<file path="src/rtl/weight_stream_reader_pkg.sv">
// Shared definitions for the weight stream reader and the weight BRAMs:
// default geometry, FSM state encoding and the read-credit helper.
package weight_stream_reader_pkg;

    localparam int WSR_DEPTH = 28;
    localparam int WSR_AW    = 5;
    localparam int WSR_DW    = 16;

    typedef enum logic [1:0] {
        ST_IDLE   = 2'd0,
        ST_STREAM = 2'd1,
        ST_DRAIN  = 2'd2
    } wsr_state_t;

    // A new read may be issued only while the words already owned by the
    // reader (buffered after this edge's pop, plus the one in flight) leave
    // room in the 2-entry buffer.
    function automatic logic credit_ok(input logic [1:0] count,
                                       input logic       pop,
                                       input logic       inflight);
        logic [2:0] occ;
        occ = {1'b0, count} - {2'b00, pop} + {2'b00, inflight};
        return (occ < 3'd2);
    endfunction

endpackage

</file>
<file path="src/rtl/weight_stream_reader_if.sv">
// Bus bundle between the weight stream reader, its BRAM port and the MAC
// consumer. master = reader side, slave = BRAM model + consumer side.
interface weight_stream_reader_if
    import weight_stream_reader_pkg::*;
#(
    parameter int AW = WSR_AW,
    parameter int DW = WSR_DW
);
    logic [AW-1:0] bram_addr;
    logic          bram_en;
    logic          bram_we;
    logic [DW-1:0] bram_do;
    logic [DW-1:0] w_data;
    logic [AW-1:0] w_index;
    logic          w_valid;
    logic          w_ready;
    logic          w_last;

    modport master (
        output bram_addr, bram_en, bram_we,
        input  bram_do,
        output w_data, w_index, w_valid, w_last,
        input  w_ready
    );

    modport slave (
        input  bram_addr, bram_en, bram_we,
        output bram_do,
        input  w_data, w_index, w_valid, w_last,
        output w_ready
    );
endinterface

</file>
<file path="src/rtl/weight_skid_buffer.sv">
// Two-entry FIFO holding {last, index, data} beats. Slot 0 is always the
// head, so the head outputs come straight from flops. When the buffer
// empties, slot 0 is cleared so the head payload reads back as zero.
module weight_skid_buffer
    import weight_stream_reader_pkg::*;
#(
    parameter int W = 22
) (
    input  logic         clk,
    input  logic         rst,
    input  logic         flush,
    input  logic         push,
    input  logic [W-1:0] push_data,
    input  logic         pop,
    output logic [W-1:0] head_data,
    output logic         head_valid,
    output logic [1:0]   count
);
    logic [W-1:0] slot0_r;
    logic [W-1:0] slot1_r;
    logic         v0_r;
    logic         v1_r;
    logic         pop_ok_s;
    logic         push_ok_s;

    assign pop_ok_s   = pop & v0_r;
    assign push_ok_s  = push & (~(v0_r & v1_r) | pop_ok_s);
    assign head_data  = slot0_r;
    assign head_valid = v0_r;
    assign count      = {1'b0, v0_r} + {1'b0, v1_r};

    // Storage update: flush wins, otherwise push/pop shift the two slots.
    always_ff @(posedge clk or posedge rst) begin
        if (rst) begin
            slot0_r <= {W{1'b0}};
            slot1_r <= {W{1'b0}};
            v0_r    <= 1'b0;
            v1_r    <= 1'b0;
        end else if (flush) begin
            slot0_r <= {W{1'b0}};
            slot1_r <= {W{1'b0}};
            v0_r    <= 1'b0;
            v1_r    <= 1'b0;
        end else begin
            case ({push_ok_s, pop_ok_s})
                2'b10: begin
                    if (!v0_r) begin
                        slot0_r <= push_data;
                        v0_r    <= 1'b1;
                    end else begin
                        slot1_r <= push_data;
                        v1_r    <= 1'b1;
                    end
                end
                2'b01: begin
                    if (v1_r) begin
                        slot0_r <= slot1_r;
                        v1_r    <= 1'b0;
                    end else begin
                        slot0_r <= {W{1'b0}};
                        v0_r    <= 1'b0;
                    end
                end
                2'b11: begin
                    if (v1_r) begin
                        slot0_r <= slot1_r;
                        slot1_r <= push_data;
                    end else begin
                        slot0_r <= push_data;
                    end
                end
                default: begin
                    slot0_r <= slot0_r;
                end
            endcase
        end
    end
endmodule

</file>
<file path="src/rtl/weight_stream_reader.sv">
// Weight stream reader: walks one neuron's weight BRAM from address 0 to
// DEPTH-1 and hands the words to the MAC as a valid/ready stream.
// Reads are credit-limited so the 2-entry buffer can absorb any stall.
// Optional build macro WEIGHT_STREAM_ABORT_EN adds an ABORT input that
// cancels a running stream without a DONE pulse.
module weight_stream_reader
    import weight_stream_reader_pkg::*;
#(
    parameter int DEPTH = WSR_DEPTH,
    parameter int AW    = WSR_AW,
    parameter int DW    = WSR_DW
) (
    input  logic clk,
    input  logic rst,
    input  logic start,
`ifdef WEIGHT_STREAM_ABORT_EN
    input  logic abort,
`endif
    output logic busy,
    output logic done,
    weight_stream_reader_if.master bus
);
    localparam int            PW        = 1 + AW + DW;
    localparam logic [AW-1:0] LAST_ADDR = AW'(DEPTH - 1);

    wsr_state_t    state_r;
    logic [AW-1:0] bram_addr_r;
    logic          bram_en_r;
    logic          inflight_r;
    logic          busy_r;
    logic          done_r;

    logic [PW-1:0] push_payload_s;
    logic [PW-1:0] head_s;
    logic          head_valid_s;
    logic [1:0]    count_s;
    logic          pop_s;
    logic          abort_s;
    logic          issue_ok_s;
    logic [AW-1:0] next_addr_s;

`ifdef WEIGHT_STREAM_ABORT_EN
    assign abort_s = abort & busy_r;
`else
    assign abort_s = 1'b0;
`endif

    // The word returning this cycle belongs to the address still on the port.
    assign push_payload_s = {(bram_addr_r == LAST_ADDR), bram_addr_r, bus.bram_do};
    assign pop_s          = head_valid_s & bus.w_ready;
    assign issue_ok_s     = credit_ok(count_s, pop_s, inflight_r);
    assign next_addr_s    = bram_addr_r + AW'(1);

    weight_skid_buffer #(
        .W (PW)
    ) u_buf (
        .clk        (clk),
        .rst        (rst),
        .flush      (abort_s),
        .push       (inflight_r),
        .push_data  (push_payload_s),
        .pop        (pop_s),
        .head_data  (head_s),
        .head_valid (head_valid_s),
        .count      (count_s)
    );

    // Sequencer: issues reads in address order and reports completion.
    always_ff @(posedge clk or posedge rst) begin
        if (rst) begin
            state_r     <= ST_IDLE;
            bram_addr_r <= {AW{1'b0}};
            bram_en_r   <= 1'b0;
            inflight_r  <= 1'b0;
            busy_r      <= 1'b0;
            done_r      <= 1'b0;
        end else if (abort_s) begin
            state_r    <= ST_IDLE;
            bram_en_r  <= 1'b0;
            inflight_r <= 1'b0;
            busy_r     <= 1'b0;
            done_r     <= 1'b0;
        end else begin
            case (state_r)
                ST_IDLE: begin
                    done_r <= 1'b0;
                    // A START coinciding with the DONE pulse is dropped.
                    if (start && !done_r) begin
                        bram_en_r   <= 1'b1;
                        bram_addr_r <= {AW{1'b0}};
                        inflight_r  <= 1'b1;
                        busy_r      <= 1'b1;
                        state_r     <= (LAST_ADDR == {AW{1'b0}}) ? ST_DRAIN : ST_STREAM;
                    end else begin
                        bram_en_r  <= 1'b0;
                        inflight_r <= 1'b0;
                    end
                end
                ST_STREAM: begin
                    if (issue_ok_s) begin
                        bram_en_r   <= 1'b1;
                        bram_addr_r <= next_addr_s;
                        inflight_r  <= 1'b1;
                        if (next_addr_s == LAST_ADDR) begin
                            state_r <= ST_DRAIN;
                        end else begin
                            state_r <= ST_STREAM;
                        end
                    end else begin
                        bram_en_r  <= 1'b0;
                        inflight_r <= 1'b0;
                    end
                end
                ST_DRAIN: begin
                    bram_en_r  <= 1'b0;
                    inflight_r <= 1'b0;
                    // The last word is issued last, so its transfer empties everything.
                    if (pop_s && head_s[PW-1]) begin
                        state_r <= ST_IDLE;
                        busy_r  <= 1'b0;
                        done_r  <= 1'b1;
                    end else begin
                        state_r <= ST_DRAIN;
                    end
                end
                default: begin
                    state_r    <= ST_IDLE;
                    bram_en_r  <= 1'b0;
                    inflight_r <= 1'b0;
                    busy_r     <= 1'b0;
                    done_r     <= 1'b0;
                end
            endcase
        end
    end

    assign bus.bram_addr = bram_addr_r;
    assign bus.bram_en   = bram_en_r;
    assign bus.bram_we   = 1'b0;
    assign bus.w_data    = head_s[DW-1:0];
    assign bus.w_index   = head_s[PW-2 -: AW];
    assign bus.w_last    = head_s[PW-1];
    assign bus.w_valid   = head_valid_s;
    assign busy          = busy_r;
    assign done          = done_r;
endmodule

</file>
<file path="src/flat_wrapper.sv">
// flat-port wrapper written by rule: the top's interface ports become plain ports
module weight_stream_reader_flat import weight_stream_reader_pkg::*;
#(
    parameter int DEPTH = WSR_DEPTH,
    parameter int AW    = WSR_AW,
    parameter int DW    = WSR_DW
)
  (clk, rst, start, busy, done, bus_bram_addr, bus_bram_en, bus_bram_we, bus_bram_do, bus_w_data, bus_w_index, bus_w_valid, bus_w_last, bus_w_ready);
  weight_stream_reader_if #(.AW(AW), .DW(DW)) bus_i ();
  input  logic clk;
  input  logic rst;
  input  logic start;
  output logic busy;
  output logic done;
  output wire logic [$bits(bus_i.bram_addr)-1:0] bus_bram_addr;
  output wire logic [$bits(bus_i.bram_en)-1:0] bus_bram_en;
  output wire logic [$bits(bus_i.bram_we)-1:0] bus_bram_we;
  input wire logic [$bits(bus_i.bram_do)-1:0] bus_bram_do;
  output wire logic [$bits(bus_i.w_data)-1:0] bus_w_data;
  output wire logic [$bits(bus_i.w_index)-1:0] bus_w_index;
  output wire logic [$bits(bus_i.w_valid)-1:0] bus_w_valid;
  output wire logic [$bits(bus_i.w_last)-1:0] bus_w_last;
  input wire logic [$bits(bus_i.w_ready)-1:0] bus_w_ready;
  assign bus_bram_addr = bus_i.bram_addr;
  assign bus_bram_en = bus_i.bram_en;
  assign bus_bram_we = bus_i.bram_we;
  assign bus_i.bram_do = bus_bram_do;
  assign bus_w_data = bus_i.w_data;
  assign bus_w_index = bus_i.w_index;
  assign bus_w_valid = bus_i.w_valid;
  assign bus_w_last = bus_i.w_last;
  assign bus_i.w_ready = bus_w_ready;
  weight_stream_reader #(.DEPTH(DEPTH), .AW(AW), .DW(DW)) u_core (.clk(clk), .rst(rst), .start(start), .busy(busy), .done(done), .bus(bus_i));
endmodule
</file>
<file path="config.mk">
export PLATFORM = sky130hd
export DESIGN_NAME = weight_stream_reader_flat
export DESIGN_NICKNAME = d
export VERILOG_FILES = /design/src/rtl/weight_stream_reader_pkg.sv /design/src/rtl/weight_stream_reader_if.sv /design/src/rtl/weight_skid_buffer.sv /design/src/rtl/weight_stream_reader.sv /design/src/flat_wrapper.sv
export SDC_FILE = /design/constraint.sdc
export NUM_CORES = 1
export LEC_CHECK = 0
export ABC_AREA = 1
export CELL_PAD_IN_SITES_DETAIL_PLACEMENT = 2
export CELL_PAD_IN_SITES_GLOBAL_PLACEMENT = 2
export CORE_UTILIZATION = 29
export DETAILED_ROUTE_END_ITERATION = 6
export GPL_ROUTABILITY_DRIVEN = 0
export PLACE_DENSITY_LB_ADDON = 0.1
export SETUP_SLACK_MARGIN = 0.3
export SYNTH_ARGS = -nofsm -noshare
export SYNTH_HDL_FRONTEND = slang
export SYNTH_HIERARCHICAL = 1
export SYNTH_SLANG_ARGS = --single-unit
</file>
<file path="constraint.sdc">
create_clock -name clk -period 2.5 [get_ports clk]
set_input_delay 0.5 -clock clk [delete_from_list [all_inputs] [get_ports clk]]
set_output_delay 0.5 -clock clk [all_outputs]
set_load 0.01 [all_outputs]
</file>
=== Word level (Yosys, flattened, before mapping) ===
Index checks and enable logic that the tools add are counted.

* Register bits: 56
* Word-level logic and storage cells: 78

* Reductions and logical operators: 16
* $add $sub $neg: 4
* Order comparisons: 1
* Eq/ne operators: 14
* Multiplexer cells: 27
* Bitwise operators: 7

{| class="wikitable"
|+ Operator list
! operator !! count
|-
| 22-bit 2-to-1 mux || 5
|-
| 22-bit case mux with 3 select lines || 1
|-
| 22-bit case mux with 2 select lines || 1
|-
| 5-bit == test (second input constant) || 2
|-
| 5-bit 2-to-1 mux || 2
|-
| 5-bit case mux with 2 select lines || 1
|-
| 2-bit AND reduction || 5
|-
| 3-bit AND reduction || 3
|-
| 2-bit 2-to-1 mux || 4
|-
| 2-bit inequality test (second input constant) || 4
|-
| 1-bit case mux with 2 select lines || 4
|-
| 1-bit 2-to-1 mux || 7
|-
| 2-bit == test (second input constant) || 3
|-
| 2-bit by 1-bit inequality test with 1-bit output (second input constant) || 3
|-
| 2-bit case mux with 3 select lines || 1
|-
| 2-bit nonzero test || 3
|-
| 5-bit by 1-bit adder with 5-bit output (second input constant) || 1
|-
| 1-bit bitwise AND || 4
|-
| 2-bit by 1-bit == test with 1-bit output (second input constant) || 2
|-
| 3-bit by 1-bit adder with 3-bit output || 1
|-
| 3-bit by 2-bit less-than comparator with 1-bit output (second input constant) || 1
|-
| 1-bit case mux with 3 select lines || 1
|-
| 3-bit nonzero test || 1
|-
| 2-bit by 1-bit subtractor with 3-bit output || 1
|-
| 6 further kinds || 8
|}

=== Depth between registers and ports, before layout ===
* Depth after elaboration: 7
* Gate-level depth with buffers: 10
* Gate-level depth less buffers: 10

=== By module ===
The synthesis kept the hierarchy.

{| class="wikitable"
|+ Modules (own cells, without submodules)
! module !! instances !! area an instance (µm²) !! cells an instance
|-
| weight_skid_buffer || 1 || 2364.8 || 333
|-
| weight_stream_reader || 1 || 635.6 || 83
|}

=== Worst setup path before layout ===
Ideal clock, no wire load.

* Path type: reg2reg
* Start: register u_core.u_buf.v0_r (netlist: u_core/u_buf/head_valid)
* End: register u_core.bram_addr_r[0] (netlist: u_core/bus.bram_addr[0])
* Period minus slack after synthesis: 2.340 ns
* Path slack: 0.160 ns
* Data required time: 2.373 ns
* Setup time: 0.127 ns
* Arrival: 2.213 ns
* Cell stages (with the launch flop): 9
* Cell sequence: dfrtp_1 ha_1 or2_2 a21boi_0 fa_1 a21oi_1 nand2_1 o21ai_4 o21ai_0

* Longest elaborated chain between the ends: 6
* Elaborated cells between the ends (all ways): 7

{| class="wikitable"
|+ RTL lines
! item !! line !! source
|-
| from (decl) || weight_skid_buffer.sv:21 || <nowiki>logic v0_r;</nowiki>
|-
| from (signal assigned) || weight_skid_buffer.sv:37 || <nowiki>v0_r <= 1'b0;</nowiki>
|-
| from (signal assigned) || weight_skid_buffer.sv:42 || <nowiki>v0_r <= 1'b0;</nowiki>
|-
| from (signal assigned) || weight_skid_buffer.sv:49 || <nowiki>v0_r <= 1'b1;</nowiki>
|-
| 1-bit by 1-bit adder with 2-bit output || weight_skid_buffer.sv:30 || <nowiki>assign count = {1'b0, v0_r} + {1'b0, v1_r};</nowiki>
|-
| via u_core.count_s[0] || weight_stream_reader.sv:36 || <nowiki>logic [1:0] count_s;</nowiki>
|-
| 2-bit by 1-bit subtractor with 3-bit output || weight_stream_reader_pkg.sv:22 || <nowiki>occ = {1'b0, count} - {2'b00, pop} + {2'b00, inflight};</nowiki>
|-
| 3-bit by 1-bit adder with 3-bit output || weight_stream_reader_pkg.sv:22 ||
|-
| 3-bit by 2-bit less-than comparator with 1-bit output || weight_stream_reader_pkg.sv:23 || <nowiki>return (occ < 3'd2);</nowiki>
|-
| 2-bit by 1-bit inequality test with 1-bit output (no source line) || n/a ||
|-
| 3-bit AND reduction (no source line) || n/a ||
|-
| to (signal assigned) || weight_stream_reader.sv:72 || <nowiki>bram_addr_r <= {AW{1'b0}};</nowiki>
|-
| to (signal assigned) || weight_stream_reader.sv:90 || <nowiki>bram_addr_r <= {AW{1'b0}};</nowiki>
|-
| to (signal assigned) || weight_stream_reader.sv:102 || <nowiki>bram_addr_r <= next_addr_s;</nowiki>
|-
| to (decl) || weight_stream_reader.sv:27 || <nowiki>logic [AW-1:0] bram_addr_r;</nowiki>
|}

The timed path passes the listed nets, and every way through them passes these cells.
A chain may end at the register's enable or synchronous reset.

=== Worst setup path after layout ===
* Start: register u_core.u_buf.v1_r
* End: register u_core.bram_addr_r[4] (netlist: u_core/bus.bram_addr[4])

* Longest elaborated chain between the ends: 6

{| class="wikitable"
|+ RTL lines
! item !! line !! source
|-
| from (decl) || weight_skid_buffer.sv:22 || <nowiki>logic v1_r;</nowiki>
|-
| from (signal assigned) || weight_skid_buffer.sv:38 || <nowiki>v1_r <= 1'b0;</nowiki>
|-
| from (signal assigned) || weight_skid_buffer.sv:43 || <nowiki>v1_r <= 1'b0;</nowiki>
|-
| from (signal assigned) || weight_skid_buffer.sv:52 || <nowiki>v1_r <= 1'b1;</nowiki>
|-
| 1-bit by 1-bit adder with 2-bit output || weight_skid_buffer.sv:30 ||
|-
| via u_core.count_s[0] || weight_stream_reader.sv:36 ||
|-
| 2-bit by 1-bit subtractor with 3-bit output || weight_stream_reader_pkg.sv:22 ||
|-
| 3-bit by 1-bit adder with 3-bit output || weight_stream_reader_pkg.sv:22 ||
|-
| 3-bit by 2-bit less-than comparator with 1-bit output || weight_stream_reader_pkg.sv:23 ||
|-
| 2-bit by 1-bit inequality test with 1-bit output (no source line) || n/a ||
|-
| 3-bit AND reduction (no source line) || n/a ||
|}

The timed path passes the listed nets, and every way through them passes these cells.

==> impl_results.md <==
* Status: completed
* Nets at 488
* HP Start: u_core/u_buf/slot1_r[9]$_DFFE_PP0P_
* Max-cap viol count at 0
* Largest net degree at the start of global routing at 28
* Final WS setup at 0.2419 ns
* Vias in the first global route at 3077
* Worst-Skew Late Latency at 0.33 ns
* Rel. slew slack at 58.28%
* DRT iter0 DRCs at 32
* Final Core Density at 38.03%
* Number of synthesized register bits at 56
* CTS Hold Bufs at 0
* Clock Tree Buf Depth at 2
* Max VDD drop at 0.0003239 V
* Count of cell types in the netlist at 29
* Critical R2R Capture: u_core/bus.bram_addr[4]$_DFFE_PP0P_
* Fillers at 1173
* Final Hold Fails at 0
* Initial antenna violation count at 0
* Num CTS Buffers at 5
* Share of the synthesized area in the top cell type at 46.71%
* Area growth syn-to-layout at 25.60%
* Count of input and output buffers at 50
* Via density at 4.528
* Die area at 10760 um^2
* Post-route minimum period at 2.258 ns
* Setup TNS at 0 ns
* Leading area contributor after synthesis: dfrtp_1
* Area occupied by multi-input gates at 1338 um^2
* CP startpoint kind: flop
* Worst Tran Pin Value at 0.6243 ns
* Total global-route track usage at 17.77%
* Routed via count at 2708
* Reg area at 1403 um^2
* Placement Setup Slack at -0.1672 ns
* Crit path buf inv count at 0
* Synth Instances at 416
* TritonCTS clock tree: yes
* DR WL/cell at 14.67 um
* Standard-cell row count at 36
* Total number of H-tree levels at 2
* Register area share after synthesis at 46.71%
* RR Startpoint: u_core/u_buf/v1_r$_DFFE_PP0P_
* Fin Hold WS at 0.4821 ns
* Root buffer cell: clkbuf_8
* Critical-path cell list: ha_4 > or2_4 > a21boi_2 > fa_1 > a21oi_2 > nand2_2 > o21ai_4 > o21ai_0
* Routed Antenna Nets at 0
* CP max stage delay at 0.44 ns
* Worst R2R Setup Slack at 0.24 ns
* CP max-delay cell: fa_1
* Worst Hold Path EP: u_core/u_buf/slot1_r[9]$_DFFE_PP0P_
* Antenna Cells at 0
* WP data arrival at 2.46 ns
* Max Slew Vio Count at 0
* Average size of a mapped cell at 7.212 um^2
* Die height at 103.7 um
* First-pass GRT wire length at 15360 um
* Reg2Reg Depth at 8
* Overflow after GRT at 0
* Pwr dens at 991.2 nW/um^2
* Unrepaired setup endpoints after global routing: yes
* Ys Warns at 6
* DP Wirelength at 6103 um
* Total power at 3.736 mW
* CP Data Required Time at 2.70 ns
* Clock transition at path regs at 0.11 ns
* Setup CP Type: reg2reg
* First drt pass iteration count at 4
* Mapped Area at 3000 um^2
* Final period util at 90.32%
* Fmax at 442.8 MHz
* Leakage at 1.986 nW
* IO Count at 52
* Core area at 9910 um^2
* HP Class: reg2reg
* Starting density of the core at 30.28%
* Hold Path Depth at 2
* Total wire length at 8774 um
* Max FO, Critical Path at 8
* Clock Sinks at 56
* Clk_skew at 0.01568 ns
* DIE WIDTH at 103.7 um
* Family with the most delay on the worst path: adder cells
* Top post-synthesis cells by area: dfrtp_1, nand2_1, nand3_1, inv_1, nor2_1
* Final setup vio count at 0
* Worst setup EP type: flop
* Share of layout cells above drive strength 1 at 9.247%
* Number of remaining DRC errors at 0
-- registers in the layout, summed over array words and instances, names as in the netlist --
register	flops
u_core/u_buf/head_data	22
u_core/u_buf/slot1_r	22
u_core/bus.bram_addr	5
u_core/state_r	2
u_core/busy	1
u_core/done	1
u_core/inflight_r	1
u_core/u_buf/head_valid	1
u_core/u_buf/v1_r	1
-- metrics by stage --
step / area, um^2 / cells
2_1_floorplan: 3024 / 417
3_3_place_gp: 3597 / 586
3_5_place_dp: 3597 / 586
4_1_cts: 3755 / 598
5_1_grt: 3769 / 598
6_report: 3769 / 598
-- worst max-delay path by stage --
stage | cells after the start | slack, ns | startpoint | end
floorplan | 8 | 0.35 | u_core/u_buf/head_valid$_DFFE_PP0P_ | u_core/bus.bram_addr[0]$_DFFE_PP0P_
global placement | 9 | -0.10 | bus_w_ready | u_core/bus.bram_addr[3]$_DFFE_PP0P_
detailed placement | 10 | -0.17 | bus_w_ready | u_core/u_buf/head_data[19]$_DFFE_PP0P_
CTS | 8 | 0.27 | u_core/u_buf/v1_r$_DFFE_PP0P_ | u_core/bus.bram_addr[2]$_DFFE_PP0P_
global route | 8 | 0.1 | u_core/u_buf/v1_r$_DFFE_PP0P_ | u_core/bus.bram_addr[3]$_DFFE_PP0P_
finish | 8 | 0.24 | u_core/u_buf/v1_r$_DFFE_PP0P_ | u_core/bus.bram_addr[4]$_DFFE_PP0P_
-- placed cells by master, fill, tap and decap left out, drive strengths merged, types with 2 or more instances in the layout --
cell	Yosys	final
conb	1	2
clkbuf	2	5
clkdlybuf4s50	0	49
nor2	36	36
ha	3	3
nor3	2	2
buf	21	13
nand2	205	205
nand3	34	34
inv	39	40
a21oi	2	2
dfrtp	56	56
o21ai	7	7
-- tightest hold or removal path: cells and delay by family (launching register included) --
family / cells / cell delay, ns
DFF: 1 / 0.36
and+or+nand+nor: 2 / 0.09
-- cell families after synthesis --
| kind of cell | count (synthesis) | synth area share (%) |
|---|---|---|
| fa+ha+maj | 4 | 1.918 |
| compound gates | 12 | 2.628 |
| buf+inv | 62 | 10.38 |
| other cells | 1 | 0.1250 |
| simple gates | 280 | 37.95 |
| flops | 56 | 46.71 |
| xor+xnor | 1 | 0.2920 |
-- synthesized netlist by cell type --
cell type	instances
conb_1	1
nand2_4	1
inv_2	1
buf_2	6
a21oi_1	2
fa_1	1
ha_1	3
nand4_1	1
clkbuf_1	2
nand3_2	1
inv_1	38
o21a_1	1
o21ai_0	6
nand2_2	2
buf_4	11
nor3_1	2
nand3_1	33
nand2_1	202
xor2_1	1
or2_2	1
nor2_2	4
a21boi_0	1
nor2_1	31
dfrtp_1	56
o31ai_1	1
and3_1	1
o21ai_4	1
buf_6	4
nor2_4	1
-- power breakdown --
| part | switching, mW | internal (mW) |
|---|---|---|
| registers | 0.232 | 1.19 |
| clock network | 0.330 | 0.303 |
| logic | 0.976 | 0.699 |
| total | 1.54 | 2.20 |
-- layout make-up --
cell class,count,share of cell area (%)
flip-flops and latches,56,37.22
multi-input cells,299,35.49
repair buffers,63,15.94
well taps,133,4.416
inverters,39,3.884
clock buffers,5,1.826
clock inverters,3,1.228
-- per-layer routing --
layer,track usage [%],part of all wire (%),up-vias
met4,4.184,0.96,0
met5,0,0,-
met3,2.454,2.5,6
met1,21.77,46,1324
li1,-,-,1339
met2,32.79,51,39
-- what timing repair did --
item,CTS,global route
pin swaps,7,5
setup endpoints to repair,30,9
gates resized for setup,6,5
endpoints found under the hold margin,0,0
setup buffers,4,0
Note: power is estimated with default switching activity, not from simulation.
